File: config.mk
export PLATFORM = sky130hd
export DESIGN_NAME = wishbone_fetch_master
export DESIGN_NICKNAME = d
export VERILOG_FILES = /design/src/rtl/wishbone_fetch_master.sv
export SDC_FILE = /design/constraint.sdc
export NUM_CORES = 1
export LEC_CHECK = 0
export BUFFER_PORTS_ARGS = -buffer_cell sky130_fd_sc_hd__buf_2
export CAP_MARGIN = 20
export CORE_MARGIN = 2
export CORE_UTILIZATION = 35
export CTS_CLUSTER_SIZE = 8
export DETAILED_ROUTE_END_ITERATION = 10
export GPL_ROUTABILITY_DRIVEN = 1
export HOLD_SLACK_MARGIN = 0.15
export MAX_ROUTING_LAYER = met4
export PLACE_DENSITY = 0.73
export RECOVER_POWER = 25
export SETUP_SLACK_MARGIN = 0.02
export SLEW_MARGIN = 20
export SYNTH_ARGS = -nofsm -noshare
export SYNTH_HDL_FRONTEND = slang
export SYNTH_SLANG_ARGS = --single-unit
File: constraint.sdc
create_clock -name clk_i -period 5.28 [get_ports clk_i]
set_clock_uncertainty 0.2 [all_clocks]
set_input_delay 0.528 -clock clk_i [delete_from_list [all_inputs] [get_ports clk_i]]
set_output_delay 0.528 -clock clk_i [all_outputs]
set_load 0.03 [all_outputs]
File: src/rtl/wishbone_fetch_master.sv
// Single-beat Wishbone classic read initiator for instruction fetch, with flush support.
// Optional bus-timeout watchdog enabled by defining WB_FETCH_TIMEOUT_EN.
module wishbone_fetch_master #(
    parameter int ADDR_W      = 10,
    parameter int DATA_W      = 32,
    parameter int TIMEOUT_CYC = 255
) (
    input  logic              clk_i,
    input  logic              rst_i,
    input  logic              req_i,
    input  logic [ADDR_W-1:0] addr_i,
    input  logic              flush_i,
    output logic              ready_o,
    output logic [DATA_W-1:0] rdata_o,
    output logic              valid_o,
    output logic              err_o,
    output logic              cyc_o,
    output logic              stb_o,
    output logic              we_o,
    output logic [3:0]        sel_o,
    output logic [ADDR_W-1:0] adr_o,
    output logic [DATA_W-1:0] dat_o,
    input  logic [DATA_W-1:0] dat_i,
    input  logic              ack_i
);

    typedef enum logic [1:0] {IDLE, BUSY, GAP} state_e;

    state_e            state_q, state_d;
    logic              cyc_q, cyc_d;
    logic [ADDR_W-1:0] adr_q, adr_d;
    logic [DATA_W-1:0] rdata_q, rdata_d;
    logic              valid_q, valid_d;
    logic              err_q, err_d;
    logic              kill_q, kill_d;
    logic              timeout;

`ifdef WB_FETCH_TIMEOUT_EN
    localparam int CNT_W = ($clog2(TIMEOUT_CYC + 1) > 8) ? $clog2(TIMEOUT_CYC + 1) : 8;
    logic [CNT_W-1:0] cnt_q;

    // Counter sits at zero outside BUSY, so it is always clear on entry.
    always_ff @(posedge clk_i or posedge rst_i) begin
        if (rst_i) begin
            cnt_q <= '0;
        end else if (state_q != BUSY) begin
            cnt_q <= '0;
        end else if (!ack_i) begin
            cnt_q <= cnt_q + 1'b1;
        end
    end

    assign timeout = (state_q == BUSY) && !ack_i && (cnt_q == CNT_W'(TIMEOUT_CYC - 1));
`else
    // Without the watchdog a fetch waits for ack forever.
    assign timeout = (TIMEOUT_CYC < 0);
`endif

    always_ff @(posedge clk_i or posedge rst_i) begin
        if (rst_i) begin
            state_q <= IDLE;
            cyc_q   <= 1'b0;
            adr_q   <= '0;
            rdata_q <= '0;
            valid_q <= 1'b0;
            err_q   <= 1'b0;
            kill_q  <= 1'b0;
        end else begin
            state_q <= state_d;
            cyc_q   <= cyc_d;
            adr_q   <= adr_d;
            rdata_q <= rdata_d;
            valid_q <= valid_d;
            err_q   <= err_d;
            kill_q  <= kill_d;
        end
    end

    always_comb begin
        state_d = state_q;
        cyc_d   = cyc_q;
        adr_d   = adr_q;
        rdata_d = rdata_q;
        valid_d = 1'b0;
        err_d   = 1'b0;
        kill_d  = kill_q;
        case (state_q)
            IDLE: begin
                if (req_i) begin
                    adr_d   = addr_i;
                    cyc_d   = 1'b1;
                    kill_d  = flush_i;
                    state_d = BUSY;
                end
            end
            BUSY: begin
                if (flush_i) begin
                    kill_d = 1'b1;
                end
                if (ack_i) begin
                    cyc_d   = 1'b0;
                    state_d = GAP;
                    // A flush seen now or earlier in the cycle discards the word.
                    if (!kill_q && !flush_i) begin
                        rdata_d = dat_i;
                        valid_d = 1'b1;
                    end
                end else if (timeout) begin
                    cyc_d   = 1'b0;
                    state_d = GAP;
                    err_d   = !kill_q && !flush_i;
                end
            end
            GAP: begin
                kill_d  = 1'b0;
                state_d = IDLE;
            end
            default: begin
                state_d = IDLE;
            end
        endcase
    end

    assign ready_o = (state_q == IDLE);
    assign rdata_o = rdata_q;
    assign valid_o = valid_q;
    assign err_o   = err_q;
    assign cyc_o   = cyc_q;
    assign stb_o   = cyc_q;
    assign we_o    = 1'b0;
    assign sel_o   = 4'hF;
    assign adr_o   = adr_q;
    assign dat_o   = '0;

endmodule

Word-level counts from Yosys, hierarchy flattened

Cells that the tools add are included.

Word-level logic and storage cells: 34
Flip-flop bits (word level): 47

Reductions and logical operators: 11
Muxes and demuxes: 12
Equal/unequal tests: 5

Operators by type and width:

| cell                                          | count |
|---|---|
| AND reduction 3 bit                           | 3 |
| two-way mux 1 bit                             | 7 |
| != test 2 bit, second input constant          | 3 |
| two-way mux 2 bit                             | 2 |
| one-hot mux 2 bit (2 select lines)            | 1 |
| AND reduction 2 bit                           | 2 |
| one-hot mux 1 bit (3 select lines)            | 1 |
| nonzero test 3 bit                            | 1 |
| == test 2 x 1 -> 1 bit, second input constant | 1 |
| == test 2 bit, second input constant          | 1 |
| zero test 1 bit                               | 2 |
| zero test 2 bit                               | 1 |
| one-hot mux 1 bit (2 select lines)            | 1 |
| nonzero test 2 bit                            | 1 |
| logical AND 1 bit                             | 1 |

Depth between registers and ports, before layout

Gate-level depths: netlist of run 1.

Word-level depth: 5
Depth in mapped cells: 6

Worst setup path after synthesis of run 1

OpenSTA, ideal clock, no wires.

Path type: register to register
Start: register state_q[1]
End: register rdata_q[19] (netlist: rdata_o[19])
Path buffers: 1
Arrival: 1542 ps
Path slack: 3413 ps
Period minus slack after synthesis: 1867 ps
Cell stages (with the launch flop): 7
Required time: 4955 ps
Library setup time: 125 ps
Cells stage by stage: dfrtp_1 > inv_1 > ha_1 > nand2_1 > nor3_4 > buf_6 > mux2_2

Word-level cells in the longest chain between the ends: 2

Ends and longest elaborated chain:

| what                                 | RTL line | RTL |
|---|---|---|
| from (decl)                          | 29       | `state_e state_q, state_d;` |
| from (signal assigned)               | 69       | `state_q <= state_d;` |
| == test 2 x 1 -> 1 bit               | 87       | `case (state_q)` |
| AND reduction 3 bit (no source line) | -        |  |
| to (signal assigned)                 | 72       | `rdata_q <= rdata_d;` |
| to (decl)                            | 32       | `logic [DATA_W-1:0] rdata_q, rdata_d;` |

No other way between the ends.
A chain may end at the register's enable or synchronous reset.

Worst setup path in the final report of run 1

Start: register state_q[1]
End: register rdata_q[15] (netlist: rdata_o[15])

Same word-level chain as after synthesis.

==> results by group, run 1 <==
Route
  • Drt drc: 0
  • Vias: 1378
  • Wirelength per Cell: 12.1 um
  • Total Wirelength: slightly below 4000 um
  • First DRT Iteration DRCs: 21
  • Final ANT Viol Nets: 0
  • Drt first pass iters: 2
  • DR vias/cell: between 4 and 5

Timing
  • Fmax achieved: 0.414 GHz
  • Unrepaired setup endpoints after global routing: false
  • Max Slew Vio Count: 48
  • Worst slew pin tran: 2030 ps
  • Max transition margin: -36.4%
  • Final hold violations: 0
  • Hold slack: 256 ps
  • Final setup vio count: 0
  • Sum Neg Setup Slack: 0 ps
  • Min Tclk post-route: 2410 ps
  • Tcrit/Tclk final: 45.7%

Global routing
  • Initial antenna violation count: 0
  • Gr usage total: 12.1%
  • Vias in the first global route: about 1400
  • Pin count of the biggest net entering global routing: 48
  • First-pass GRT wire length: 6520 um
  • Gr ovfl total: 0

Die
  • Initial Utilization: 36.7%
  • Cell Rows: 28
  • Die Wd: 83.2 um
  • Core area: 5990 um2
  • Top Ports: 131
  • Die footprint: 6920 um2
  • Chip Height: 83.2 um

Yosys
  • Xor-xnor portion of the synthesized cell area: 0%
  • Mapped cell area: 2200 um2
  • Synth Area per Inst: around 14 um2
  • Multiplexer area fraction after synthesis: 23.0%
  • Warnings from Yosys: 0
  • Post-Synth Adder-Cell Area: 2.85%
  • Compound-gate portion of the synthesized area: 1.88%
  • Most area-hungry cell type in the Yosys netlist: dfrtp_1
  • Share of the synthesized area in the top cell type: 53.6%
  • Largest family of logic cells by synthesized area: multiplexers
  • Synth unique cells: 19
  • Top cells by area, synth: dfrtp_1, mux2_2, buf_4, ha_1, buf_6
  • Seq cells post-synth: 47
  • Post-synthesis sequential area ratio: a little over half
  • Mapped Cells: 161
  • Simple-Gate Fraction of Synth Area: 2.62%

Finish
  • Most common cell after layout, fill and taps aside: buf_2
  • Final instance area: 2640 um2
  • FF+latch area: 1180 um2
  • Nets@finish: 307
  • Non-Filler Instances: between 300 and 400
  • Most frequent cells in the layout: buf_2, dfrtp_1, mux2_2
  • Share of cells above drive strength 1: 56.7%
  • Syn-to-layout area delta: 20.2%
  • Number of fill cells: 577
  • Number of diodes: 0
  • Area occupied by multi-input gates: 810 um2

Critical path
  • Slowest CP cell: nor3_4
  • Worst Path Max Fanout: 22
  • Critical path capture point type: flip-flop
  • Worst path cell trace: inv_1 > ha_1 > nand2_1 > nor3_4 > buf_4 > mux2_2
  • Worst EP arrival: roughly 2400 ps
  • Crit path launch type: flip-flop
  • CP peak stage delay: 450 ps
  • Crit path kind: reg -> reg
  • Req. time, crit path: 5250 ps

Status
  • Failing checks: max-capacitance violations, max-slew violations
  • Status: finished with violations

CTS
  • Htree depth: 2
  • CTS Sinks: 47
  • CTS Hold Bufs: 0
  • Cts repair resizes: 0
  • Worst-path clk slew: 80 ps
  • Number of buffers created by CTS: 5
  • TritonCTS clock tree: done
  • CTS root buffer: clkbuf_8
  • Worst skew pair latency: around 290 ps
  • Post-CTS Setup Repair Bufs: 0
  • Clock buffer depth: 2

Worst hold path
  • Hold Path Class: in -> reg

Power and ir drop
  • Sw Share: a little under half
  • Power Density: 650 nW/um2
  • Max IR drop VDD: 0.248 mV
  • Clock Power Share: 11.4%
  • Net switching power: 0.773 mW
  • Leak pwr: 1.37 nW
  • Flop pwr share: between 30 and 40%
  • Gate power share: 52.1%
  • P_int: around 0.94 mW

Placement
  • Post-DP HPWL: 3040 um
  • Cell Area, Placed: 2570 um2
  • Routability cong.: 0.688
  • Dpl cells: 323
  • Port Buf Inserts: 92

Job
  • Max-cap viol count: 1
## sequential cells by signal (all words and copies together), names as in the netlist
signal and cells:
valid_o 1, kill_q 1, state_q 2, adr_o 10, rdata_o 32, cyc_o 1
## power by group through the flow
stage	logic (mW)	clock network, mW	registers, mW
after floorplan	0.350	0	0.965
after global placement	0.888	0	0.633
after detailed placement	0.903	0	0.637
after CTS	0.905	0.206	0.632
after global routing	0.950	0.216	0.654
final	0.894	0.196	0.628
## cell usage after synthesis
cell	n
a21oi_1	2
a221oi_1	1
buf_4	39
buf_6	3
conb_1	2
dfrtp_1	47
ha_1	5
inv_1	5
mux2_1	1
mux2_2	43
mux2i_1	1
nand2_1	3
nand3_1	1
nor2b_1	3
nor3_4	1
o22ai_1	1
o31ai_1	1
o41ai_1	1
or2_2	1
## final cells by class
type | instances | share of cell area (%)
timing repair buffer | 93 | 17.7
clock buffer | 6 | 2.75
sequential | 47 | 44.5
inverter | 5 | 0.758
tap | 75 | 3.55
multi-input combinational | 103 | 30.7
## cells by family (layout without fill, tap and decap cells)
family / count (synthesis) / in the layout
AO/OA/AOI/OAI: 6 / 6
multiplexers: 45 / 45
buffers and inverters: 47 / 104
flip-flops: 47 / 47
adder cells (fa/ha/maj): 5 / 5
other: 2 / 38
AND/OR/NAND/NOR: 9 / 9
## layer usage
metal	wire [um]	share of wire [%]	vias up	global-route usage [%]
li1	-	-	642	-
met1	1510	38	669	12.6
met2	2140	54	62	21.3
met3	270	6.8	5	3.78
met4	48	1.2	0	4.47
met5	0	0	-	-
## critical path: cells and delay by family, from the launching register on
kind	cells	cell delay (ps)
and+or+nand+nor	2	560
buffers and inverters	2	510
DFF	1	400
muxes	1	370
adders and majority gates	1	250
## per-stage QoR
step,utilization [%],setup slack (ps),power [mW]
2_1_floorplan,-,3410,1.32
3_3_place_gp,42.8,2890,1.52
3_5_place_dp,42.8,2830,1.54
4_1_cts,44.0,2810,1.74
5_1_grt,44.1,2640,1.82
6_report,44.1,2870,1.72
## path summary, 6_finish.rpt
kind | end | cells past startpoint | slack [ps] | from
worst max-delay path | rdata_o[15]$_DFFE_PP0P_ | 6 | 2870 | state_q[1]$_DFFE_PP0P_
worst min-delay path | rdata_o[25]$_DFFE_PP0P_ | 2 | 260 | dat_i[25]
worst max register to register | rdata_o[15]$_DFFE_PP0P_ | 6 | 2870 | state_q[1]$_DFFE_PP0P_
worst min register to register | rdata_o[25]$_DFFE_PP0P_ | 1 | 290 | rdata_o[25]$_DFFE_PP0P_
max in group asynchronous | rdata_o[12]$_DFFE_PP0P_ | 2 | 3400 | rst_i
min in group asynchronous | rdata_o[5]$_DFFE_PP0P_ | 2 | 560 | rst_i
Power figures use the tool's default switching activity.
==> inputs of run 2 (changes only) <==
Settings changed: ABC_AREA set to 1, PLACE_DENSITY 0.73 to 0.75.
Clock period 5.28 ns to 1.9 ns, I/O delays scaled along.
==> run 2 against run 1 <==
The flow now finishes without violations. Synthesized cell count up 65%. Critical path depth down 3. Sequential share of layout area down 7.6 points. Area after synthesis up 4.0%. Sequential power rose to 2.8 times the previous value. Worst setup slack worse by 2700 ps. Largest power group unchanged. Die area up 3.9%. Global-route usage up 3.8 points. Combinational power rose to 3.0 times the previous value. First-iteration DRC count rose to 5.3 times the previous value. Power rose to 2.9 times the previous value.
==> results by group, run 2 <==
CTS
  • Worst skew pair latency: 290 ps
  • Number of buffers created by CTS: 5
  • CTS Sinks: 47
  • TritonCTS clock tree: done
  • Htree depth: 2
  • Clock buffer depth: 2
  • Post-CTS Setup Repair Bufs: 0
  • CTS root buffer: clkbuf_8
  • Worst-path clk slew: about 80 ps

Placement
  • Dpl cells: between 400 and 500
  • Pre-CTS setup slack: 214 ps
  • Port Buf Inserts: 92
  • Routability cong.: around 0.77
  • Cell Area, Placed: 2650 um2
  • Post-DP HPWL: 3590 um

Finish
  • Non-Filler Instances: between 400 and 500
  • Final instance area: 3180 um2
  • Number of diodes: 0
  • Share of cells above drive strength 1: 26.1%
  • Nets@finish: 454
  • Most common cell after layout, fill and taps aside: nand2_1
  • Max reg flops: 32
  • Final core occ: 50.4%
  • Number of fill cells: 614
  • Area occupied by multi-input gates: 835 um2
  • Most frequent cells in the layout: nand2_1, buf_2, dfrtp_1
  • FF+latch area: 1180 um2
  • Syn-to-layout area delta: 39.4%

Yosys
  • Most area-hungry cell type in the Yosys netlist: dfrtp_1
  • Mapped Cells: 265
  • Synth Area per Inst: 8.62 um2
  • Share of the synthesized area in the top cell type: 51.5%
  • Largest family of logic cells by synthesized area: simple AND/OR/NAND/NOR gates
  • Number of enable flip-flop cells after synthesis: 0
  • Seq cells post-synth: 47
  • Mapped cell area: 2280 um2
  • Synth unique cells: 18
  • Top cells by area, synth: dfrtp_1, nand2_1, buf_4, nand3_1, ha_1
  • Warnings from Yosys: 0
  • Multiplexer area fraction after synthesis: 0%
  • Most frequent cell after synthesis: nand2_1
  • Asr flop ratio synth: 100%
  • Synth cell count leaders: nand2_1, dfrtp_1, buf_4, nand3_1
  • Simple-Gate Fraction of Synth Area: 27.1%
  • Compound-gate portion of the synthesized area: 0.438%
  • Post-Synth Adder-Cell Area: 2.74%
  • Dominant synthesized flop cell: dfrtp_1
  • Xor-xnor portion of the synthesized cell area: 0%
  • Post-synthesis sequential area ratio: ~50%

Power and ir drop
  • Gate power share: 52.9%
  • Flop pwr share: 35.3%
  • Overall Power: 5.01 mW
  • Net switching power: 2.48 mW
  • Leak pwr: 1.85 nW
  • Max IR drop VDD: about 0.94 mV
  • Clock Power Share: a little under an eighth
  • Sw Share: 49.4%
  • Power Density: 1570 nW/um2
  • P_int: 2.53 mW

Global routing
  • Vias in the first global route: 2011
  • Initial antenna violation count: 0
  • Gr ovfl total: 0
  • Pin count of the biggest net entering global routing: 34
  • First-pass GRT wire length: 8940 um
  • Gr usage total: 15.9%

Die
  • Chip Height: about 85 um
  • Core area: 6310 um2
  • Cell Rows: 29
  • Top Ports: 131
  • Die Wd: around 85 um
  • Die footprint: 7190 um2
  • Initial Utilization: 36.2%

Critical path
  • Crit path launch type: flip-flop
  • Req. time, crit path: 1510 ps
  • Worst Path Max Fanout: 5
  • Worst EP arrival: 1370 ps
  • Crit path kind: reg -> out
  • Critical path capture point type: primary output

Timing
  • Min Tclk post-route: between 1500 and 2000 ps
  • Final setup vio count: 0
  • Fmax achieved: 0.567 GHz
  • Unrepaired setup endpoints after global routing: false
  • Max Slew Vio Count: 0
  • Tcrit/Tclk final: a little over 90%
  • Hold slack: ~280 ps
  • Worst slew pin tran: 849 ps
  • Sum Neg Setup Slack: 0 ps
  • Final WS setup: 138 ps
  • Max transition margin: 43.3%
  • Final hold violations: 0

Route
  • Wirelength per Cell: 11.2 um
  • Drt first pass iters: 5
  • Drt drc: 0
  • Total Wirelength: 5380 um
  • First DRT Iteration DRCs: 112
  • Vias: 2003
  • DR vias/cell: about 4.2
  • Final ANT Viol Nets: 0

Job
  • Max-cap viol count: 0

Worst hold path
  • Hold Path Class: reg -> reg

Status
  • Status: completed
==> run 2: cell types whose count changed in the layout (fill, tap and decap cells not counted), moves of 3 or more <==
cell | previous run | this run
dlygate4sd3_1 | 0 | 46
mux2_2 | 43 | 0
clkbuf_1 | 1 | 10
inv_1 | 4 | 9
nand3_1 | 1 | 13
nand2_1 | 3 | 126
buf_2 | 92 | 82
nand2_2 | 0 | 9
nor2b_1 | 3 | 0
==> run 2: final cells by class <==
cell class	count	area share, %
Sequential cell	47	36.9
Clock inverter	1	0.157
Inverter	11	1.45
Timing Repair Buffer	141	29.6
Multi-Input combinational cell	196	26.2
Clock buffer	6	2.59
Tap cell	77	3.03
==> run 2: repair_timing <==
action	CTS	global route
gates resized for setup	0	0
hold buffers	46	0
hold endpoints to repair	94	0
==> run 2: metal layers <==
metal	share of wire, %	global-route usage, %
met2	53	28.1
met1	40	17.8
met3	6.2	3.74
met5	0	-
met4	0.89	4.91
==> run 2: worst paths after layout <==
check                                        from                 endpoint  slack, ps  depth (start not counted)
min                        rdata_o[1]$_DFFE_PP0P_   rdata_o[1]$_DFFE_PP0P_        280                          2
max                        state_q[0]$_DFFE_PP0P_                  ready_o        140                          3
max reg2reg                state_q[0]$_DFFE_PP0P_  rdata_o[13]$_DFFE_PP0P_        180                          7
max in group asynchronous                   rst_i  rdata_o[26]$_DFFE_PP0P_        430                          4
min reg2reg                rdata_o[1]$_DFFE_PP0P_   rdata_o[1]$_DFFE_PP0P_        280                          2
min in group asynchronous                   rst_i     adr_o[6]$_DFFE_PP0P_        440                          3
==> run 2: power groups by stage <==
stage                     logic (mW)  clock network, mW  registers, mW
after detailed placement        2.61                  0           1.78
after floorplan                 1.01                  0           2.70
after global routing            2.87              0.668           1.84
after global placement          2.55                  0           1.77
after CTS                       2.69              0.627           1.76
final                           2.65              0.591           1.77
==> run 2: logic make-up (layout without fill, tap and decap cells) <==
| kind of cell | Yosys count | after routing |
|---|---|---|
| adders and majority gates | 5 | 5 |
| and+or+nand+nor | 151 | 151 |
| other | 2 | 38 |
| buffers and inverters | 58 | 159 |
| AOI/OAI and AO/OA | 2 | 2 |
| DFF | 47 | 47 |
==> run 2: worst max-delay path, stage by stage (launching register included) <==
cell	delay, ps
dfrtp_1	440
inv_1	110
ha_1	280
buf_2	240
